## src/rtl/synth_pkg.sv

```systemverilog
// Shared types and constants for the time-multiplexed voice sequencer.
package synth_pkg;

    localparam int unsigned PHASE_W        = 24;
    localparam int unsigned WAVE_W         = 24;
    localparam int unsigned GEN_PHASE_W    = 12;
    localparam int unsigned NUM_VOICES_DEF = 4;

    typedef enum logic [2:0] {
        StIdle,
        StIssue,
        StWait,
        StAccum,
        StDone
    } seq_state_e;

    typedef enum logic [1:0] {
        WaveSine,
        WaveSaw,
        WaveSquare,
        WaveTriangle
    } wave_sel_e;

    typedef struct packed {
        logic [PHASE_W-1:0] inc;
        wave_sel_e          sel;
        logic               en;
    } voice_cfg_t;

endpackage

```

## src/rtl/voice_cfg_regs.sv

```systemverilog
// Per-voice configuration: shadow set written at any time, active set copied on pass start.
module voice_cfg_regs
    import synth_pkg::*;
#(
    parameter int unsigned NUM_VOICES = NUM_VOICES_DEF,
    localparam int unsigned VW        = $clog2(NUM_VOICES)
) (
    input  logic               clk,
    input  logic               rst_n,
    input  logic               i_cfg_we,
    input  logic [VW-1:0]      i_cfg_voice,
    input  logic [PHASE_W-1:0] i_cfg_inc,
    input  logic [1:0]         i_cfg_sel,
    input  logic               i_cfg_en,
    input  logic               i_copy,
    input  logic [VW-1:0]      i_rd_voice,
    output voice_cfg_t         o_rd_cfg
);

    voice_cfg_t r_shadow [NUM_VOICES];
    voice_cfg_t r_active [NUM_VOICES];
    voice_cfg_t w_wr_cfg;

    always_comb begin
        w_wr_cfg.inc = i_cfg_inc;
        w_wr_cfg.sel = wave_sel_e'(i_cfg_sel);
        w_wr_cfg.en  = i_cfg_en;
    end

    always_ff @(posedge clk or negedge rst_n) begin
        if (!rst_n) begin
            for (int i = 0; i < NUM_VOICES; i++) begin
                r_shadow[i] <= '0;
                r_active[i] <= '0;
            end
        end else begin
            for (int i = 0; i < NUM_VOICES; i++) begin
                if (i_cfg_we && (i_cfg_voice == VW'(i))) begin
                    r_shadow[i] <= w_wr_cfg;
                end
                // A write landing on the copy edge bypasses the shadow so it takes effect now.
                if (i_copy) begin
                    r_active[i] <= (i_cfg_we && (i_cfg_voice == VW'(i))) ? w_wr_cfg : r_shadow[i];
                end
            end
        end
    end

    assign o_rd_cfg = r_active[i_rd_voice];

endmodule

```

## src/rtl/voice_sequencer.sv

```systemverilog
// Time-multiplexed voice sequencer: walks voices through a shared waveform generator
// once per sample tick, advancing phases and averaging the enabled voices into mix_out.
module voice_sequencer
    import synth_pkg::*;
#(
    parameter int unsigned NUM_VOICES = NUM_VOICES_DEF,
    parameter int unsigned GEN_LAT    = 1
) (
    input  logic                          clk,
    input  logic                          rst_n,
    input  logic                          sample_tick,
    input  logic                          cfg_we,
    input  logic [$clog2(NUM_VOICES)-1:0] cfg_voice,
    input  logic [PHASE_W-1:0]            cfg_inc,
    input  logic [1:0]                    cfg_sel,
    input  logic                          cfg_en,
    output logic [GEN_PHASE_W-1:0]        gen_phase,
    output logic [1:0]                    gen_sel,
    input  logic signed [WAVE_W-1:0]      gen_wave,
    output logic signed [WAVE_W-1:0]      mix_out,
    output logic                          mix_valid,
    output logic                          busy,
    output logic                          overrun
);

    localparam int unsigned VW    = $clog2(NUM_VOICES);
    localparam int unsigned ACC_W = WAVE_W + VW;

    seq_state_e              r_state;
    logic [VW-1:0]           r_voice;
    logic [7:0]              r_wait;
    logic [PHASE_W-1:0]      r_phase [NUM_VOICES];
    logic signed [ACC_W-1:0] r_acc;
    logic signed [WAVE_W-1:0] r_mix_stage;
    logic signed [WAVE_W-1:0] r_mix;
    logic                    r_pend;
    logic                    r_valid;
    logic                    r_overrun;

    voice_cfg_t              w_cfg;
    logic                    w_start;
    logic                    w_last;
    logic signed [ACC_W-1:0] w_wave_ext;

    assign w_start    = (r_state == StIdle) && sample_tick;
    assign w_last     = (r_voice == VW'(NUM_VOICES - 1));
    assign w_wave_ext = $signed({{VW{gen_wave[WAVE_W-1]}}, gen_wave});

    voice_cfg_regs #(
        .NUM_VOICES (NUM_VOICES)
    ) u_cfg_regs (
        .clk         (clk),
        .rst_n       (rst_n),
        .i_cfg_we    (cfg_we),
        .i_cfg_voice (cfg_voice),
        .i_cfg_inc   (cfg_inc),
        .i_cfg_sel   (cfg_sel),
        .i_cfg_en    (cfg_en),
        .i_copy      (w_start),
        .i_rd_voice  (r_voice),
        .o_rd_cfg    (w_cfg)
    );

    always_ff @(posedge clk or negedge rst_n) begin
        if (!rst_n) begin
            r_state     <= StIdle;
            r_voice     <= '0;
            r_wait      <= '0;
            r_acc       <= '0;
            r_mix_stage <= '0;
            r_mix       <= '0;
            r_pend      <= 1'b0;
            r_valid     <= 1'b0;
            r_overrun   <= 1'b0;
            for (int i = 0; i < NUM_VOICES; i++) begin
                r_phase[i] <= '0;
            end
        end else begin
            // The averaged sample is presented one cycle after the pass leaves DONE.
            r_pend  <= 1'b0;
            r_valid <= r_pend;
            if (r_pend) begin
                r_mix <= r_mix_stage;
            end
            if (sample_tick && (r_state != StIdle)) begin
                r_overrun <= 1'b1;
            end
            unique case (r_state)
                StIdle: begin
                    if (sample_tick) begin
                        r_state <= StIssue;
                        r_voice <= '0;
                    end
                end
                StIssue: begin
                    r_state <= StWait;
                    r_wait  <= '0;
                end
                StWait: begin
                    if (r_wait == 8'(GEN_LAT - 1)) begin
                        r_state <= StAccum;
                    end else begin
                        r_wait <= r_wait + 8'd1;
                    end
                end
                StAccum: begin
                    if (w_cfg.en) begin
                        r_acc            <= r_acc + w_wave_ext;
                        r_phase[r_voice] <= r_phase[r_voice] + w_cfg.inc;
                    end
                    if (w_last) begin
                        r_state <= StDone;
                    end else begin
                        r_voice <= r_voice + VW'(1);
                        r_state <= StIssue;
                    end
                end
                StDone: begin
                    r_mix_stage <= WAVE_W'(r_acc >>> VW);
                    r_acc       <= '0;
                    r_pend      <= 1'b1;
                    r_state     <= StIdle;
                end
                default: r_state <= StIdle;
            endcase
        end
    end

    always_comb begin
        gen_phase = '0;
        gen_sel   = '0;
        if (r_state inside {StIssue, StWait, StAccum}) begin
            gen_phase = r_phase[r_voice][PHASE_W-1:PHASE_W-GEN_PHASE_W];
            gen_sel   = w_cfg.sel;
        end
    end

    assign mix_out   = r_mix;
    assign mix_valid = r_valid;
    assign busy      = (r_state != StIdle);
    assign overrun   = r_overrun;

endmodule

```

## config.mk

```make
export PLATFORM = sky130hd
export DESIGN_NAME = voice_sequencer
export DESIGN_NICKNAME = d
export VERILOG_FILES = /design/src/rtl/synth_pkg.sv /design/src/rtl/voice_cfg_regs.sv /design/src/rtl/voice_sequencer.sv
export SDC_FILE = /design/constraint.sdc
export NUM_CORES = 1
export LEC_CHECK = 0
export BUFFER_PORTS_ARGS = -buffer_cell sky130_fd_sc_hd__buf_2
export CORE_MARGIN = 10
export CORE_UTILIZATION = 50
export CTS_BUF_LIST = sky130_fd_sc_hd__clkbuf_16
export CTS_CLUSTER_SIZE = 14
export DETAILED_ROUTE_END_ITERATION = 8
export PLACE_DENSITY = 0.67
export SYNTH_ARGS = -nofsm -noshare
export SYNTH_HDL_FRONTEND = slang
export SYNTH_SLANG_ARGS = --single-unit
```

## constraint.sdc

```tcl
create_clock -name clk -period 8 [get_ports clk]
set_clock_uncertainty 0.05 [all_clocks]
set_input_delay 2 -clock clk [delete_from_list [all_inputs] [get_ports clk]]
set_output_delay 2 -clock clk [all_outputs]
set_load 0.01 [all_outputs]
```

After elaboration in Yosys (flattened, before gate mapping)
Index checks and enable logic that the tools add are counted. Widths: inputs -> output; s select.

Multiplexer cells: 27. Equality and inequality tests: 13. Shifts and indexed selects: 0. Add/sub/neg operators: 4. Bitwise operators: 1. Multipliers: 0. Reductions and logical operators: 20. Divide/modulo/power cells: 0. $lt $le $gt $ge: 2.

Operators with widths (count): $mux 27 (6); $bwmux 96 (1); $mux 24 (3); $bmux 27 s2 (1); $pmux 26 s2 (1); $bmux 24 s2 (1); $demux 24 s2 (1); $add 26x24->26 (1); $mux 26 (1); $add 24x24->24 (1); $pmux 8 s2 (1); $mux 12 (1); $pmux 3 s4 (1); $mux 3 (3); $add 8x1->8 const B (1); $logic_not 8->1 (1); $mux 8 (1); $ne 2x2->1 const B (4); $reduce_and 2->1 (4); $logic_and 1x1->1 (7); $eq 2x2->1 const B (3); $eq 3x2->1 const B (2); $mux 2 (3); $reduce_bool 2->1 (3); other kinds (14) (15).

Word-level logic and storage cells: 104. Bits in writable memories: 0. Latch bits: 0. ROM bits: 0. Output and inout bits: 41. Input bits: 57. Memories: 0. Flip-flop bits (word level): 402.

Longest topological paths before layout
Depth after elaboration: 6. Gate-level depth with buffers: 13.

Hierarchy
Synthesis repeated with hierarchy kept, for this count alone.

Cell total of the unflattened synthesis: 1875. Area total of the unflattened synthesis: 19314.8 sq um.

Modules (own cells, without submodules): voice_sequencer (area each 10626.4 sq um, seq. area each 4654.5 sq um, cells each 1031, instances 1); voice_cfg_regs (area each 8688.3 sq um, seq. area each 5405.2 sq um, cells each 844, instances 1).

Worst setup path before layout
Ideal clock, no wire load.

Path kind: input-to-reg. Start point: input port gen_wave[0]. End point: register r_acc[24]. Setup time: 131 ps. Stages: 9. Setup slack: 3798 ps. Arrival time: 4021 ps. Buffers on the path: 0. Data required time: 7819 ps. Path through: ha_1 -> fa_1 -> a211oi_1 -> o21bai_1 -> o22ai_2 -> o31ai_4 -> a41oi_2 -> nor4b_1 -> or3_1.

Cells in the longest elaborated chain, start to end: 3.

Ends and longest elaborated chain: from (decl) (RTL line voice_sequencer.sv:19) `input logic signed [WAVE_W-1:0] gen_wave,`; $add 26x24->26 (RTL line voice_sequencer.sv:108) `r_acc <= r_acc + w_wave_ext;`; $mux 26 (RTL line voice_sequencer.sv:107) `if (w_cfg.en) begin`; $pmux 26 s2 (RTL line voice_sequencer.sv:88) `unique case (r_state)`; to (signal assigned) (RTL line voice_sequencer.sv:108); to (decl) (RTL line voice_sequencer.sv:33) `logic signed [ACC_W-1:0] r_acc;`.

No other way between the ends. The select of a mux whose other input is x is not followed. A chain may end at the register's enable or synchronous reset.

Worst setup path in the final report
Start point: register r_voice[0]. End point: output port gen_sel[0].

Cells in the longest elaborated chain, start to end: 5.

Ends and longest elaborated chain: from (decl) (RTL line voice_sequencer.sv:30) `logic [VW-1:0] r_voice;`; from (signal assigned) (RTL line voice_sequencer.sv:114) `r_voice <= r_voice + VW'(1);`; $not 2->3 (implied by the code) (RTL line voice_cfg_regs.sv:49) `assign o_rd_cfg = r_active[i_rd_voice];`; $bmux 27 s2 (RTL line voice_cfg_regs.sv:49); $mux 27 (implied by the code) (2 in a row) (RTL line voice_cfg_regs.sv:49); $mux 2 (RTL line voice_sequencer.sv:132) `if (r_state inside {StIssue, StWait, StAccum}) begin`; to (decl) (RTL line voice_sequencer.sv:18) `output logic [1:0] gen_sel,`.

No other way between the ends. The select of a mux whose other input is x is not followed.

==> results by group <==
Timing
  – Slew Viols, Final: 0
  – Final setup violation count: 0
  – Crit share post-route: 0.616
  – Crit path time final: 4.92 ns
  – Setup ws final: 3.08 ns
  – Worst slew pin tran: 1.23 ns
  – Setup repair after global routing missed its margin: false
  – Final hold vios: 0
  – Max Fclk: 0.203 GHz
  – Final setup TNS: 0 ns
  – Slew HR: 0.182

CTS
  – CTS clk-pin slew, worst paths: 0.06 ns
  – CTS resizes: 0
  – Clk sink count: 402
  – CTS tree: done
  – Worst-Skew Late Latency: 0.59 ns
  – Root Driver: clkbuf_16
  – Postcts setup bufs: 0
  – H-tree Lvls: 2
  – Hold Buf Count CTS: 0
  – Maximum root-to-sink buffer count: 3
  – Inserted Clock Buffers: 45

Pwr
  – Sw Ratio: 0.401
  – Combinational power share: 0.489
  – Cell Int Power: 0.00610 W
  – Sequential Power Share: 0.315
  – Clock Power Share: 0.196
  – Switching pwr: 0.00409 W
  – Total power: 0.0102 W
  – Leakage: 9.74 nW
  – Worst vdd ir: 0.000230 V
  – Power density over cell area: 477 nW/µm²

Die
  – Row Count: 71
  – Core area: 37600 µm²
  – Die X: 215 µm
  – Die Span Y: 215 µm
  – I/O Pins: 98
  – Initial Util: 0.505
  – Total die area: 46100 µm²

Detailed routing
  – Drt first-iter violations: 801
  – Initial DRT Pass Iterations: 5
  – Vias/cell: 5.55
  – WL met2: 19.4 mm
  – DR WL met3: 1.81 mm
  – DR WL/cell: 18.4 µm
  – Met1 wire length: 18.8 mm
  – Top Layer Used: met5
  – Vias: 12.4k
  – ANT nets after route: 0
  – DR DRC count: 0
  – Routed WL: 41.1 mm

Global routing
  – GRT Total Usage: 0.180
  – Total congestion overflow: 0
  – Vias in the first global route: 13.0k
  – First-pass GRT wire length: 68.7 mm
  – Antenna violations before repair: 4
  – Largest net degree at the start of global routing: 129

Synth
  – Post-synth net total: 1724
  – Mux cell area share after synthesis: 0.203
  – Post-synthesis sequential area ratio: 0.530
  – Synth Area in Compound Gates: 0.0665
  – Area of the mapped netlist: 19000 µm²
  – Largest family of logic cells by synthesized area: multiplexers
  – Post-synthesis xor/xnor area fraction: 0.0208
  – Asr flop ratio synth: 1.00
  – Syn. warnings: 0
  – Post-Synth Simple-Gate Area: 0.118
  – Number of synthesized flops with an enable pin: 0
  – Avg Inst Size Synth: 11.8 µm²
  – Synth Area in Adders: 0.0377
  – Post-synth cell types: 74
  – Synth Flop Type: dfrtp_1
  – Seq cells post-synth: 402
  – Syn Inst Count: 1611

Place
  – Place WS: 3.40 ns
  – Post-DP HPWL: 26.3 mm
  – Placer congestion estimate: 0.856
  – PortBufs: 97

Min path
  – Min-delay worst type: reg2reg
  – Hold Path Cell Cnt: 1

Worst setup path
  – Crit. End Element: primary output
  – Crit-path max cell delay: 0.81 ns
  – Worst path slowest cell: dfrtp_4
  – Kind of critical path: reg2out
  – Cell Chain, Critical Path: buf_4, mux4_2, and2_1, buf_2
  – Critical path startpoint category: flop
  – CP required: 5.95 ns
  – R2R cell count: 11
  – Crit path arrival time: 2.87 ns
  – Worst-path fanout max: 29

Cells and area
  – Commonest cells after routing, fill and taps aside: dfrtp_1, nor2_1, mux2_2
  – Most common cell after layout, fill and taps aside: dfrtp_1
  – Area Overhead vs Synth: 12.4%
  – Layout Nets: 1800
  – Filler instances: 3181
  – Share of cells above drive strength 1: 0.259

Status
  – Status: complete, no violations

Flow run
  – Max_cap viols: 0
[per-layer routing]
metal,GRT usage,vias to the layer above
met4,0.0607,6
met1,0.239,6276
met3,0.0341,79
met2,0.292,244
met5,0,-
li1,-,5791
[critical path, delay by kind of cell, from the launching register on]
kind          cells  cell delay (ns)
buf+inv           2             0.72
mux               1             0.56
flops             1             0.81
simple gates      1             0.18
[final cells by class]
cell class                      count  area (µm²)  area share
Antenna cell                        1        2.50    0.000117
Clock buffer                       45        1130      0.0528
Clock inverter                     38         317      0.0148
Inverter                           14        52.6     0.00246
Multi-Input combinational cell   1111        8490       0.398
Sequential cell                   402       10100       0.472
Tap cell                          511         639      0.0300
Timing Repair Buffer              113         641      0.0300
[power groups by stage]
stage	combinational, W	clock, W	sequential [W]
2_1_floorplan	0.00389	0	0.00306
3_3_place_gp	0.00481	0	0.00320
3_5_place_dp	0.00494	0	0.00324
4_1_cts	0.00497	0.00205	0.00321
5_1_grt	0.00554	0.00213	0.00330
6_report	0.00498	0.00200	0.00321
[metrics by stage]
step / area [µm²] / util / hold slack, ns / std cells
after floorplan: 19000 / - / 0.302 / 1611
after detailed placement: 19900 / 0.529 / 0.393 / 2151
after global routing: 21300 / 0.568 / 0.421 / 2234
final: 21300 / 0.568 / 0.400 / 2235
after CTS: 21300 / 0.568 / 0.406 / 2234
after global placement: 19900 / 0.529 / 0.384 / 2151
[sequential cells by signal, indices dropped and copies added (netlist names)]
register / cells
r_acc: 26
r_phase: 96
mix_valid: 1
u_cfg_regs.r_active: 108
r_wait: 8
mix_out: 24
r_voice: 2
u_cfg_regs.r_shadow: 108
r_mix_stage: 24
r_pend: 1
r_state: 3
overrun: 1
[cells in the mapped netlist (all sizes together) (5+ instances only)]
library cell  number  share of area
o21bai             5         0.0020
nand4             13         0.0043
inv               14         0.0028
o21ai             60          0.016
a31oi              6         0.0020
nor2             358          0.071
xnor2             22          0.010
a21o              31          0.012
nand3             38          0.010
dfrtp            402           0.53
ha                54          0.036
nand2             55          0.011
clkbuf            55          0.011
o31ai              6         0.0034
mux2             237           0.14
a221o              5         0.0026
xor2              23          0.011
and2              21         0.0071
mux4              51          0.061
a211oi             6         0.0024
nor3               7         0.0018
buf               29         0.0092
and3               6         0.0020
a21oi             45          0.012
[cells by family (layout without fill, tap and decap cells)]
family,Yosys count,count (layout)
XOR/XNOR,45,45
flip-flops,402,402
multiplexers,292,292
buffers and inverters,98,210
adder cells (fa/ha/maj),56,56
AO/OA/AOI/OAI,192,192
AND/OR/NAND/NOR,526,526
other,0,1
[worst paths after layout]
path | from | endpoint | slack, ns
max | r_voice[0]$_DFFE_PN0P_ | gen_sel[0] | 3.08
min | overrun$_DFFE_PN0P_ | overrun$_DFFE_PN0P_ | 0.40
max reg2reg | r_voice[0]$_DFFE_PN0P_ | r_phase[68]$_DFFE_PN0P_ | 3.46
min reg2reg | overrun$_DFFE_PN0P_ | overrun$_DFFE_PN0P_ | 0.40
max in group asynchronous | rst_n | u_cfg_regs.r_shadow[56]$_DFF_PN0_ | 5.12
min in group asynchronous | rst_n | r_acc[10]$_DFFE_PN0P_ | 1.37
Power figures use the tool's default switching activity.
